===== config.mk =====
export PLATFORM = sky130hd
export DESIGN_NAME = uart_program_loader
export DESIGN_NICKNAME = d
export VERILOG_FILES = /design/src/rtl/uart_program_loader.sv
export SDC_FILE = /design/constraint.sdc
export NUM_CORES = 1
export LEC_CHECK = 0
export CORE_ASPECT_RATIO = 0.9
export CORE_MARGIN = 3
export CORE_UTILIZATION = 35
export CTS_BUF_LIST = sky130_fd_sc_hd__clkbuf_4
export DETAILED_ROUTE_END_ITERATION = 12
export PLACE_DENSITY = 0.54
export RECOVER_POWER = 25
export SLEW_MARGIN = 20
export SYNTH_ARGS = -nofsm -noshare
export SYNTH_HDL_FRONTEND = slang
export SYNTH_SLANG_ARGS = --single-unit

===== constraint.sdc =====
create_clock -name CLK -period 2.2 [get_ports CLK]
set_input_delay 0.22 -clock CLK [delete_from_list [all_inputs] [get_ports CLK]]
set_output_delay 0.22 -clock CLK [all_outputs]
set_load 0.005 [all_outputs]

===== src/rtl/uart_program_loader.sv =====
// Serial program loader: receives 8N1 UART bytes, pairs them high-byte-first into
// 16-bit instructions and writes them sequentially into the instruction store.
// load_done goes high with the final write and stays set until RST.
`timescale 1ns / 1ps

module uart_program_loader #(
  parameter int unsigned CLK_HZ = 100000000,
  parameter int unsigned BAUD   = 9600,
  parameter int unsigned DEPTH  = 32
) (
  input  logic        CLK,
  input  logic        RST,
  input  logic        UART_TXD_IN,
  output logic        wr_en,
  output logic [4:0]  wr_addr,
  output logic [15:0] wr_data,
  output logic        load_done,
  output logic        frame_err
);

  localparam int unsigned BIT_CYC  = CLK_HZ / BAUD;
  localparam int unsigned HALF_CYC = BIT_CYC / 2;
  localparam int unsigned CW       = $clog2(BIT_CYC + 1);

  typedef enum logic [1:0] {StIdle, StStart, StData, StStop} rx_state_e;

  // Receiver state
  logic              sync1_q, sync2_q;
  rx_state_e         state_q;
  logic [CW-1:0]     cnt_q;
  logic [2:0]        bit_idx_q;
  logic [7:0]        shift_q;
  logic              byte_valid_q;
  logic              frame_err_q;

  // Assembler state
  logic              hi_pending_q, hi_pending_d;
  logic [7:0]        hi_q, hi_d;
  logic              wr_en_q, wr_en_d;
  logic [15:0]       wr_data_q, wr_data_d;
  logic [5:0]        addr_q, addr_d;
  logic              load_done_q, load_done_d;

  // Two-flop synchronizer; idles high so reset looks like an idle line
  always_ff @(posedge CLK or posedge RST) begin
    if (RST) begin
      sync1_q <= 1'b1;
      sync2_q <= 1'b1;
    end else begin
      sync1_q <= UART_TXD_IN;
      sync2_q <= sync1_q;
    end
  end

  // Receive FSM: start-bit validation at half a bit, then mid-bit sampling
  always_ff @(posedge CLK or posedge RST) begin
    if (RST) begin
      state_q      <= StIdle;
      cnt_q        <= '0;
      bit_idx_q    <= '0;
      shift_q      <= '0;
      byte_valid_q <= 1'b0;
      frame_err_q  <= 1'b0;
    end else begin
      byte_valid_q <= 1'b0;
      frame_err_q  <= 1'b0;
      case (state_q)
        StIdle: begin
          if (!sync2_q) begin
            cnt_q   <= '0;
            state_q <= StStart;
          end
        end
        StStart: begin
          if (cnt_q == CW'(HALF_CYC - 1)) begin
            cnt_q <= '0;
            if (!sync2_q) begin
              bit_idx_q <= '0;
              state_q   <= StData;
            end else begin
              // Line went back high: a glitch, not a start bit
              state_q <= StIdle;
            end
          end else begin
            cnt_q <= cnt_q + 1'b1;
          end
        end
        StData: begin
          if (cnt_q == CW'(BIT_CYC - 1)) begin
            cnt_q     <= '0;
            shift_q   <= {sync2_q, shift_q[7:1]};
            bit_idx_q <= bit_idx_q + 3'd1;
            if (bit_idx_q == 3'd7) state_q <= StStop;
          end else begin
            cnt_q <= cnt_q + 1'b1;
          end
        end
        StStop: begin
          if (cnt_q == CW'(BIT_CYC - 1)) begin
            cnt_q <= '0;
            if (sync2_q) byte_valid_q <= 1'b1;
            else         frame_err_q  <= 1'b1;
            state_q <= StIdle;
          end else begin
            cnt_q <= cnt_q + 1'b1;
          end
        end
        default: state_q <= StIdle;
      endcase
    end
  end

  // Byte-pair assembler and address counter next state
  always_comb begin
    hi_pending_d = hi_pending_q;
    hi_d         = hi_q;
    wr_en_d      = 1'b0;
    wr_data_d    = wr_data_q;
    load_done_d  = load_done_q;
    // Address advances the cycle after the strobe so it is stable during it
    addr_d       = wr_en_q ? addr_q + 6'd1 : addr_q;
    if (frame_err_q) begin
      hi_pending_d = 1'b0;
    end else if (byte_valid_q && !load_done_q) begin
      // shift_q is still intact here: a new frame cannot reach DATA this soon
      if (!hi_pending_q) begin
        hi_d         = shift_q;
        hi_pending_d = 1'b1;
      end else begin
        wr_en_d      = 1'b1;
        wr_data_d    = {hi_q, shift_q};
        hi_pending_d = 1'b0;
        if (addr_q == 6'(DEPTH - 1)) load_done_d = 1'b1;
      end
    end
  end

  // Assembler registers
  always_ff @(posedge CLK or posedge RST) begin
    if (RST) begin
      hi_pending_q <= 1'b0;
      hi_q         <= '0;
      wr_en_q      <= 1'b0;
      wr_data_q    <= '0;
      addr_q       <= '0;
      load_done_q  <= 1'b0;
    end else begin
      hi_pending_q <= hi_pending_d;
      hi_q         <= hi_d;
      wr_en_q      <= wr_en_d;
      wr_data_q    <= wr_data_d;
      addr_q       <= addr_d;
      load_done_q  <= load_done_d;
    end
  end

  assign wr_en     = wr_en_q;
  assign wr_addr   = addr_q[4:0];
  assign wr_data   = wr_data_q;
  assign load_done = load_done_q;
  assign frame_err = frame_err_q;

endmodule


# [Yosys cells after proc, flatten, opt, wreduce, memory -nomap -nowiden]
# Index checks and enable logic that the tools add are counted.
[word_totals] register_bits=64 input_bits=3 output_inout_bits=24
[op_classes] muxes=27 n_bitwise=2 reduce_logical=12 addsub=3 n_eq_ne=13
[ops] cell="$mux 14" n=3
[ops] cell="$pmux 14 s3" n=1
[ops] cell="$add 14x1->14 const B" n=1
[ops] cell="$eq 14x13->1 const B" n=1
[ops] cell="$eq 14x14->1 const B" n=1
[ops] cell="$mux 1" n=12
[ops] cell="$mux 2" n=6
[ops] cell="$ne 2x2->1 const B" n=6
[ops] cell="$mux 3" n=3
[ops] cell="$pmux 2 s4" n=1
[ops] cell="$reduce_and 4->1" n=2
[ops] cell="$add 6x1->6 const B" n=1
[ops] cell="$eq 6x5->1 const B" n=1
[ops] cell="$pmux 3 s2" n=1
[ops] cell="$reduce_and 3->1" n=2
[ops] cell="$reduce_and 5->1" n=1
[ops] cell="$eq 2x2->1 const B" n=2
[ops] cell="$reduce_bool 2->1" n=2
[ops] cell="$add 3x1->3 const B" n=1
[ops] cell="$eq 3x3->1 const B" n=1
[ops] cell="$eq 2x1->1 const B" n=1
[ops] cell="$logic_not 2->1" n=1
[ops] cell="$not 1->1" n=2
[ops] cell="$reduce_and 2->1" n=1
[ops] cell="other kinds (3)" n=3

# [Logic depth before layout (Yosys ltp)]
# Gate-level depths: netlist of run 1.
[logic_depth] word_depth=4 ltp_mapped=7 ltp_nobuf=6

# [Worst setup path after synthesis of run 1]
# Ideal clock, no wire load.
[synth_path] path_kind="register to register" startpoint="register cnt_q[0]" endpoint="register shift_q[0]" t_arrival_ns=1.654 slack_ns=0.421 stages_incl_launch_ff=7 path_buffers=1 period_less_slack_ns=1.779 setup_time_ns=0.125 cell_sequence="dfrtp_1 > ha_1 > and4_2 > nand4_4 > nor2b_2 > buf_6 > mux2_2"
[synth_via] elab_chain_cells=2
[synth_rtl] element="from (decl)" line="30" text="logic [CW-1:0] cnt_q;"
[synth_rtl] element="from (signal assigned)" line="85" text="cnt_q <= cnt_q + 1'b1;"
[synth_rtl] element="from (signal assigned)" line="95" text="cnt_q <= cnt_q + 1'b1;"
[synth_rtl] element="from (signal assigned)" line="105" text="cnt_q <= cnt_q + 1'b1;"
[synth_rtl] element="$eq 14x14->1" line="89" text="if (cnt_q == CW'(BIT_CYC - 1)) begin"
[synth_rtl] element="$reduce_and 2->1 (no line)"
[synth_rtl] element="to (signal assigned)" line="91" text="shift_q <= {sync2_q, shift_q[7:1]};"
[synth_rtl] element="to (decl)" line="32" text="logic [7:0] shift_q;"
# No other way between the ends.
# A chain may end at the register's enable or synchronous reset.

# [Final worst setup path of run 1]
[layout_path] startpoint="register cnt_q[0]" endpoint="register cnt_q[8]"
[layout_via] elab_chain_cells=3
[layout_rtl] element="$add 14x1->14 (tied with other cells)" line="85, 95, 105"
[layout_rtl] element="$mux 14 (on tied branches)" line="89, 99, 75"
[layout_rtl] element="$pmux 14 s3 *" line="67" text="case (state_q)"
# Mark *: on every way between the ends. The rest lies on a longest branch, timed or not.

==> results of run 1 <==
[area by class of cell]
| type | instances | area, sq um |
|---|---|---|
| clock buffer | 9 | 67.6 |
| clock inverter | 7 | 119 |
| fill | 740 | 4400 |
| inverter | 7 | 26.3 |
| multi-input combinational | 150 | 1170 |
| sequential | 64 | 1600 |
| tap | 96 | 120 |
| timing repair buffer | 32 | 303 |
[final timing paths]
kind	startpoint	to	slack, ps	cells past startpoint
max	cnt_q[0]$_DFFE_PP0P_	cnt_q[8]$_DFFE_PP0P_	250	6
min reg2reg	sync1_q$_DFF_PP1_	sync2_q$_DFF_PP1_	360	0
max in group asynchronous	RST	cnt_q[6]$_DFFE_PP0P_	440	3
min	RST	cnt_q[12]$_DFFE_PP0P_	260	2
max reg2reg	cnt_q[0]$_DFFE_PP0P_	cnt_q[8]$_DFFE_PP0P_	250	6
min in group CLK	UART_TXD_IN	sync1_q$_DFF_PP1_	360	1
[sequential cells by signal (all words and copies together) (netlist names), named ones only]
name	flops
addr_q	6
bit_idx_q	3
byte_valid_q	1
cnt_q	14
frame_err	1
hi_pending_q	1
hi_q	8
load_done	1
shift_q	8
state_q	1
sync1_q	1
sync2_q	1
wr_data	16
wr_en	1
[power by group]
part           total, mW  switching (mW)  internal [mW]
clock network       1.02           0.445          0.577
registers           1.18         0.00223           1.18
logic             0.0276          0.0237        0.00388
total               2.23           0.471           1.76
[cells in the final DEF (no fill, tap or decap), types with 3 or more instances in the layout]
cell / count
dfrtp_1: 62
mux2_2: 33
clkdlybuf4s50_1: 24
nand2_1: 20
nor2_1: 11
clkbuf_4: 9
a21oi_1: 8
inv_1: 7
a31oi_1: 7
nand4_1: 6
xnor2_1: 6
nand3_1: 5
o21ai_0: 5
buf_4: 5
nor3_1: 4
ha_1: 4
a22o_1: 3
bufinv_16: 3
[logic make-up (layout without fill, tap and decap cells)]
logic type	Yosys count	in the layout	synth area share (%)
AOI/OAI and AO/OA	32	32	7.45
xor gates and xnor gates	8	8	2.41
adders and majority gates	4	4	1.72
buffers and inverters	20	55	4.61
DFF	64	64	55.2
muxes	35	35	13.5
and+or+nand+nor	71	71	15.2
[stage by stage]
step	setup WS, ps	hold WS (ps)	util, %	area [sq um]	std cells
after floorplan	385	224	-	2910	234
after global placement	354	347	41.5	3240	349
after detailed placement	265	347	41.5	3240	349
after CTS	265	61.5	43.8	3420	365
after global routing	104	301	43.7	3410	365
final	249	258	43.7	3410	365
[metal layers]
layer	part of all wire [%]	track usage, %	wire length [microns]
met5	0	0	0
met4	1.9	4.59	97
met3	3.9	4.44	200
met2	44	17.2	2260
met1	50	16.6	2600
[worst reg2reg max path, delay by kind of cell (launching register included)]
| family | cells | cell delay, ps |
|---|---|---|
| compound gates | 3 | 710 |
| simple gates | 2 | 450 |
| flops | 1 | 440 |
| fa+ha+maj | 1 | 250 |
==> impl_results.md, run 1 <==
* Power per cell area at 655 mW/mm^2
* Min-delay worst type: primary input to async pin
* Clock Root Buffer: clkbuf_4
* Die height at 92.5 microns
* Unrepaired setup endpoints after global routing: false
* Share of layout cells above drive strength 1 at 25.7%
* IO buf count at 26
* Clk sinks at 64
* Vias per cell at 5.12
* Syn Inst Count at 234
* Mean post-synth cell area at 12.4 sq um
* GR Util All Layers at 12.1%
* Maxcap violations at 0
* Clock transition at path regs at 110 ps
* Final Skew at 12.0 ps
* HPWL Detailed at 3.40 mm
* Hold buffer count at CTS at 0
* Post-Syn Nets at 241
* Crit start category: register
* Leakage at 1.61 nW
* Critical-path maximum fanout at 24
* CTS buffer count at 9
* CP endpoint kind: register
* N_diodes at 0
* PostCTS Resize Cnt at 0
* Final setup vio count at 0
* Final min period at 1950 ps
* Ordered cell list for the critical path: ha_1, and4_2, nand4_4, a22o_4, a21o_1, a22o_1
* First-pass GRT wire length at 9.01 mm
* Global route total overflow at 0
* Initial Utilization at 37.2%
* Worst path slowest cell: dfrtp_1
* Fin Setup TNS at 0 ps
* Power Total at 2.23 mW
* Post-synth cell types at 46
* Count leader, synth: dfrtp_1
* CP delay by family, top: compound AO/OA/AOI/OAI gates
* Clock Latency Late Sink at 400 ps
* Nets@finish at 271
* Status: completed
* CP required at 2510 ps
* DRT iter0 DRCs at 51
* #FFs+latches synth at 64
* Post-synth top flop: dfrtp_1
* CTS H-tree lvls at 3
* Setup Buffers After CTS at 0
* Fin. Hold Viols at 0
* Antenna violations before repair at 0
* GP Congestion at 0.771
* Arrival time of the worst setup path at 2260 ps
* Synth top cells by count: dfrtp_1 (62), mux2_2 (33), nand2_1 (20), nor2_1 (11), a21oi_1 (8)
* I/O pin total at 27
* Max-slew violations at 0
* Antenna-violating nets left at 0
* Post-synthesis sequential area ratio at 55.2%
* Peak supply drop at 460 uV
* Final WL at 5.16 mm
* Synth area leaders: dfrtp_1 (53%), mux2_2 (13%), nand2_1 (2.6%), buf_6 (1.9%), dfstp_2 (1.8%)
* Slowest stage delay, CP at 440 ps
* Fin crit share at 88.7%
* Max Fclk at 513 MHz
* Buf/Inv on CP at 0
* Clock Path Buffers at 2
* Slew headroom at 23.3%
* Cell area after synthesis at 0.00291 sq mm
* Horiz. Die Dim at 102 microns
* Ys async rst share at 100%
* Num rows at 30
* Slew @ Worst Pin at 1150 ps
* Leading area contributor after synthesis: dfrtp_1
* Drc violations at 0
* CTS tree: yes
* Number of synthesis warnings at 0
* Avg WL per Cell at 14.1 microns
* Top cell type's share of synthesized area at 53.4%
* Area Growth Syn to Fin at 17.3%
* Number of global-route vias before repair at 1833
* Die area at 0.00943 sq mm
* Drt pass-1 iters at 4
* CP Class: register to register
* Core box area at 0.00781 sq mm
* Total number of vias at 1870
* Post-synth EDFFs at 0
* Largest net degree at the start of global routing at 53
Power figures use the tool's default switching activity.
==> inputs of run 2 (changes only) <==
CORE_UTILIZATION = 43   (was 35)
PLACE_DENSITY = 0.64   (was 0.54)
==> run 2 against run 1 <==
Against the previous run:
- global-route usage increased by 3.1 points
- fmax increased by 1.8%
- final cell count decreased by 2.2%
- first-iteration DRC count increased by 110%
- clock skew increased by 2.7 ps
- worst setup slack improved by 35 ps
- core utilization increased by 10 points
- non-clock buffer count increased by 1
- die area decreased by 18%
- critical path depth unchanged
- count of clock-buffer cells in the layout unchanged
- clock power about the same
==> impl_results.md, run 2 (synthesis results as in run 1) <==
* Status: completed
* Ordered cell list for the critical path: ha_1, and4_2, nand4_4, a22o_4, a21o_1, a22o_1
* CP delay by family, top: compound AO/OA/AOI/OAI gates
* Fin crit share at 87.1%
* GP Congestion at 0.781
* GR Util All Layers at 15.2%
* Slew headroom at 41.8%
* N_diodes at 0
* Drc violations at 0
* Nets@finish at 272
* CTS buffer count at 9
* Slew @ Worst Pin at 874 ps
* Slowest stage delay, CP at 430 ps
* Fill cells at 562
* Drt pass-1 iters at 4
* Max-slew violations at 0
* Levels on crit path at 6
* Final setup vio count at 0
* DRT iter0 DRCs at 108
* Multi-input gate area at 0.00117 sq mm
* Clock transition at path regs at 110 ps
* Final WL at 5.05 mm
* Largest net degree at the start of global routing at 37
* Design area at 0.00341 sq mm
* Clk sinks at 64
* Die height at 84.0 microns
* CTS tree: yes
* Horiz. Die Dim at 92.7 microns
* PostCTS Resize Cnt at 0
* Antenna violations before repair at 0
* Final min period at 1920 ps
* Post-route worst setup slack at 284 ps
* Crit start category: register
* Maxcap violations at 0
* CP Class: register to register
* Power Total at 2.21 mW
* Fin Setup TNS at 0 ps
* R2R depth at 6
* Number of global-route vias before repair at 1878
* Pre-CTS setup slack at 302 ps
* Buf/Inv on CP at 0
* Most common cell after layout, fill and taps aside: dfrtp_1
* Initial Utilization at 46.0%
* Unrepaired setup endpoints after global routing: false
* Share of layout cells above drive strength 1 at 25.9%
* Critical-path maximum fanout at 24
* Fin. Hold Viols at 0
* Clock Latency Late Sink at 400 ps
* Max Fclk at 522 MHz
* CP required at 2490 ps
* Die area at 0.00778 sq mm
* Arrival time of the worst setup path at 2200 ps
* Global route total overflow at 0
* Register area at 0.00160 sq mm
* Hold buffer count at CTS at 0
* Num rows at 27
* CP endpoint kind: register
* Min-delay worst type: primary input to async pin
* Commonest non-fill, non-tap cells in the layout: dfrtp_1 (62), mux2_2 (33), clkdlybuf4s50_1 (24)
* Avg WL per Cell at 14.2 microns
* Final core utilization at 53.9%
* Final Skew at 14.7 ps
* Antenna-violating nets left at 0
* HPWL Detailed at 3.43 mm
* Setup Buffers After CTS at 0
* Clock Path Buffers at 2
* Power per cell area at 650 mW/mm^2
* Peak supply drop at 446 uV
* Worst path slowest cell: dfrtp_1
* Placed instance area at 0.00323 sq mm
* CTS H-tree lvls at 3
* IO buf count at 26
* Core box area at 0.00632 sq mm
* Total number of vias at 1846
* Max reg flops at 16
* Vias per cell at 5.17
* I/O pin total at 27
* Clock Root Buffer: clkbuf_4
* Area Growth Syn to Fin at 17.2%
* Leakage at 1.62 nW
* First-pass GRT wire length at 9.27 mm
==> run 2: cell count changes in the layout (fill, tap and decap cells not counted) <==
| cell | previous run | this run |
|---|---|---|
| buf_2 | 1 | 0 |
| buf_4 | 5 | 6 |
| clkbuf_2 | 0 | 1 |
| clkinv_4 | 1 | 3 |
| clkinvlp_4 | 1 | 0 |
| inv_6 | 1 | 0 |
==> run 2: cell type report <==
cell class / count / area share (%)
Clock buffer: 9 / 1.98
Clock inverter: 7 / 3.53
Inverter: 7 / 0.771
Multi-Input combinational cell: 150 / 34.3
Sequential cell: 64 / 47.1
Tap cell: 87 / 3.20
Timing Repair Buffer: 33 / 9.11
==> run 2: where the power goes <==
group	switching [mW]	leakage [nW]	internal (mW)
clock network	0.426	0.0977	0.577
registers	0.00211	0.873	1.18
logic	0.0242	0.646	0.00501
total	0.453	1.62	1.76
==> run 2: path summary, 6_finish.rpt <==
check	from	endpoint	slack, ps
worst max-delay path	cnt_q[0]$_DFFE_PP0P_	cnt_q[8]$_DFFE_PP0P_	280
worst min-delay path	RST	load_done$_DFFE_PP0P_	310
worst max register to register	cnt_q[0]$_DFFE_PP0P_	cnt_q[8]$_DFFE_PP0P_	280
worst min register to register	sync1_q$_DFF_PP1_	sync2_q$_DFF_PP1_	360
max in group asynchronous	RST	wr_data[7]$_DFFE_PP0P_	620
min in group CLK	UART_TXD_IN	sync1_q$_DFF_PP1_	360
==> run 2: per-layer routing <==
layer	part of all wire, %	track usage [%]	vias to the layer above
li1	-	-	903
met5	0	0	-
met1	49	21.4	906
met4	1.1	4.26	0
met3	4.4	6.40	8
met2	45	21.3	29
==> run 2: per-stage QoR <==
step / hold slack (ps) / cells
floorplan: 224 / 234
global placement: 347 / 341
detailed placement: 349 / 341
CTS: 98.9 / 357
global route: 314 / 357
finish: 311 / 357
==> inputs of run 3 (changes only) <==
DONT_BUFFER_PORTS = 1   (was not set)
PLACE_DENSITY = 0.59   (was 0.64)
==> run 3 against run 2 <==
Against the previous run:
- the run now ends with max-capacitance violations, max-slew violations left
- clock skew fell by 0.85 ps
- sequential share of layout area is 3.8 points higher
- global-route usage decreased by 0.96 points
- routed wire length shrank 2.4%
- final cell count fell by 7.0%
- fmax increased by 0.28%
- cell area decreased by 7.4%
- core utilization fell by 4.0 points
- hold slack improved by 52 ps
- combinational power is 6% lower
- sequential power about the same
- count of clock-buffer cells in the layout is 1 higher
- largest power group unchanged
- highest routed layer unchanged
==> impl_results.md, run 3 (synthesis results as in run 1) <==
* Status: finished, violations left
* Failing checks: max-capacitance violations, max-slew violations
* HPWL Detailed at 3.25 mm
* Final setup vio count at 0
* Placed instance area at 0.00297 sq mm
* Drc violations at 0
* Core box area at 0.00632 sq mm
* Antenna violations before repair at 0
* Slew @ Worst Pin at 1540 ps
* R2R setup slack at 290 ps
* IO buf count at 0
* Avg WL per Cell at 14.9 microns
* Global route total overflow at 0
* First-pass GRT wire length at 8.63 mm
* Final min period at 1910 ps
* WHS Path Cells at 0
* Power Total at 2.21 mW
* Setup Buffers After CTS at 0
* Drt pass-1 iters at 4
* Clock Root Buffer: clkbuf_4
* Final core utilization at 49.9%
* Total number of vias at 1756
* Horiz. Die Dim at 92.7 microns
* Num rows at 27
* Die height at 84.0 microns
* CP required at 2500 ps
* Max reg flops at 16
* DRT iter0 DRCs at 87
* Fin crit share at 86.8%
* CP endpoint kind: register
* N_diodes at 0
* Arrival time of the worst setup path at 2210 ps
* Crit start category: register
* Clock Path Buffers at 2
* Area Growth Syn to Fin at 8.48%
* Critical-path maximum fanout at 24
* CTS H-tree lvls at 3
* Slew headroom at -2.90%
* Antenna-violating nets left at 0
* Placed insts at 314
* Unrepaired setup endpoints after global routing: false
* Max Fclk at 523 MHz
* Nets@finish at 247
* Design area at 0.00315 sq mm
* Max-slew violations at 65
* I/O pin total at 27
* Hold Slack at 363 ps
* Clk sinks at 64
* Largest net degree at the start of global routing at 65
* Leakage at 1.53 nW
* CP Class: register to register
* Min-delay worst type: register to register
* Maxcap violations at 1
* CTS tree: yes
* Most common cell after layout, fill and taps aside: dfrtp_1
* Clock transition at path regs at 110 ps
* Post-route worst setup slack at 289 ps
* Number of global-route vias before repair at 1750
* Share of layout cells above drive strength 1 at 28.2%
* Final WL at 4.93 mm
* Power per cell area at 700 mW/mm^2
* CTS buffer count at 9
* Final Skew at 13.9 ps
* Die area at 0.00778 sq mm
* GP Congestion at 0.780
* Initial Utilization at 46.0%
* GR Util All Layers at 14.2%
* Fin Setup TNS at 0 ps
* Pre-CTS setup slack at 311 ps
* Vias per cell at 5.29
* Clock Latency Late Sink at 400 ps
* Fin. Hold Viols at 0
* Commonest non-fill, non-tap cells in the layout: dfrtp_1 (62), mux2_2 (33), nand2_1 (20)
* Final std cells w/o fill at 332
* R2R depth at 6
* Peak supply drop at 438 uV
run 3: power by group:
part / switching (mW) / internal [mW]
Clock: 0.412 / 0.585
Sequential: 0.00211 / 1.18
Combinational: 0.0237 / 0.00385
run 3: area by class of cell:
class | count | area [sq um]
repair buffers | 8 | 62.6
clock inverters | 6 | 108
well taps | 87 | 109
clock buffers | 10 | 75.1
multi-input cells | 150 | 1170
flip-flops and latches | 64 | 1600
inverters | 7 | 26.3
fillers | 578 | 3160
run 3: final timing paths:
path                                      start                    end
setup reg to reg           cnt_q[0]$_DFFE_PP0P_   cnt_q[8]$_DFFE_PP0P_
setup / recovery           cnt_q[0]$_DFFE_PP0P_   cnt_q[8]$_DFFE_PP0P_
min in group asynchronous                   RST  addr_q[2]$_DFFE_PP0P_
max in group asynchronous                   RST   cnt_q[1]$_DFFE_PP0P_
hold / removal                sync1_q$_DFF_PP1_      sync2_q$_DFF_PP1_
hold reg to reg               sync1_q$_DFF_PP1_      sync2_q$_DFF_PP1_
run 3: metal layers:
layer  up-vias  part of all wire [%]  global-route usage, %
met5         -                     0                      0
met4         0                  0.91                   4.39
met3         5                   6.1                   6.49
met2        32                    44                   19.7
met1       866                    49                   19.8
li1        853                     -                      -
run 3: critical path: stages (launching register included):
cell and delay, ps:
dfrtp_1 440, ha_1 240, and4_2 300, nand4_4 130, a22o_4 340, a21o_1 180
a22o_1 170
run 3: repair_timing:
item,in CTS,in global routing
hold endpoints to repair,63,0
hold buffers,2,0
gates resized for setup,0,0
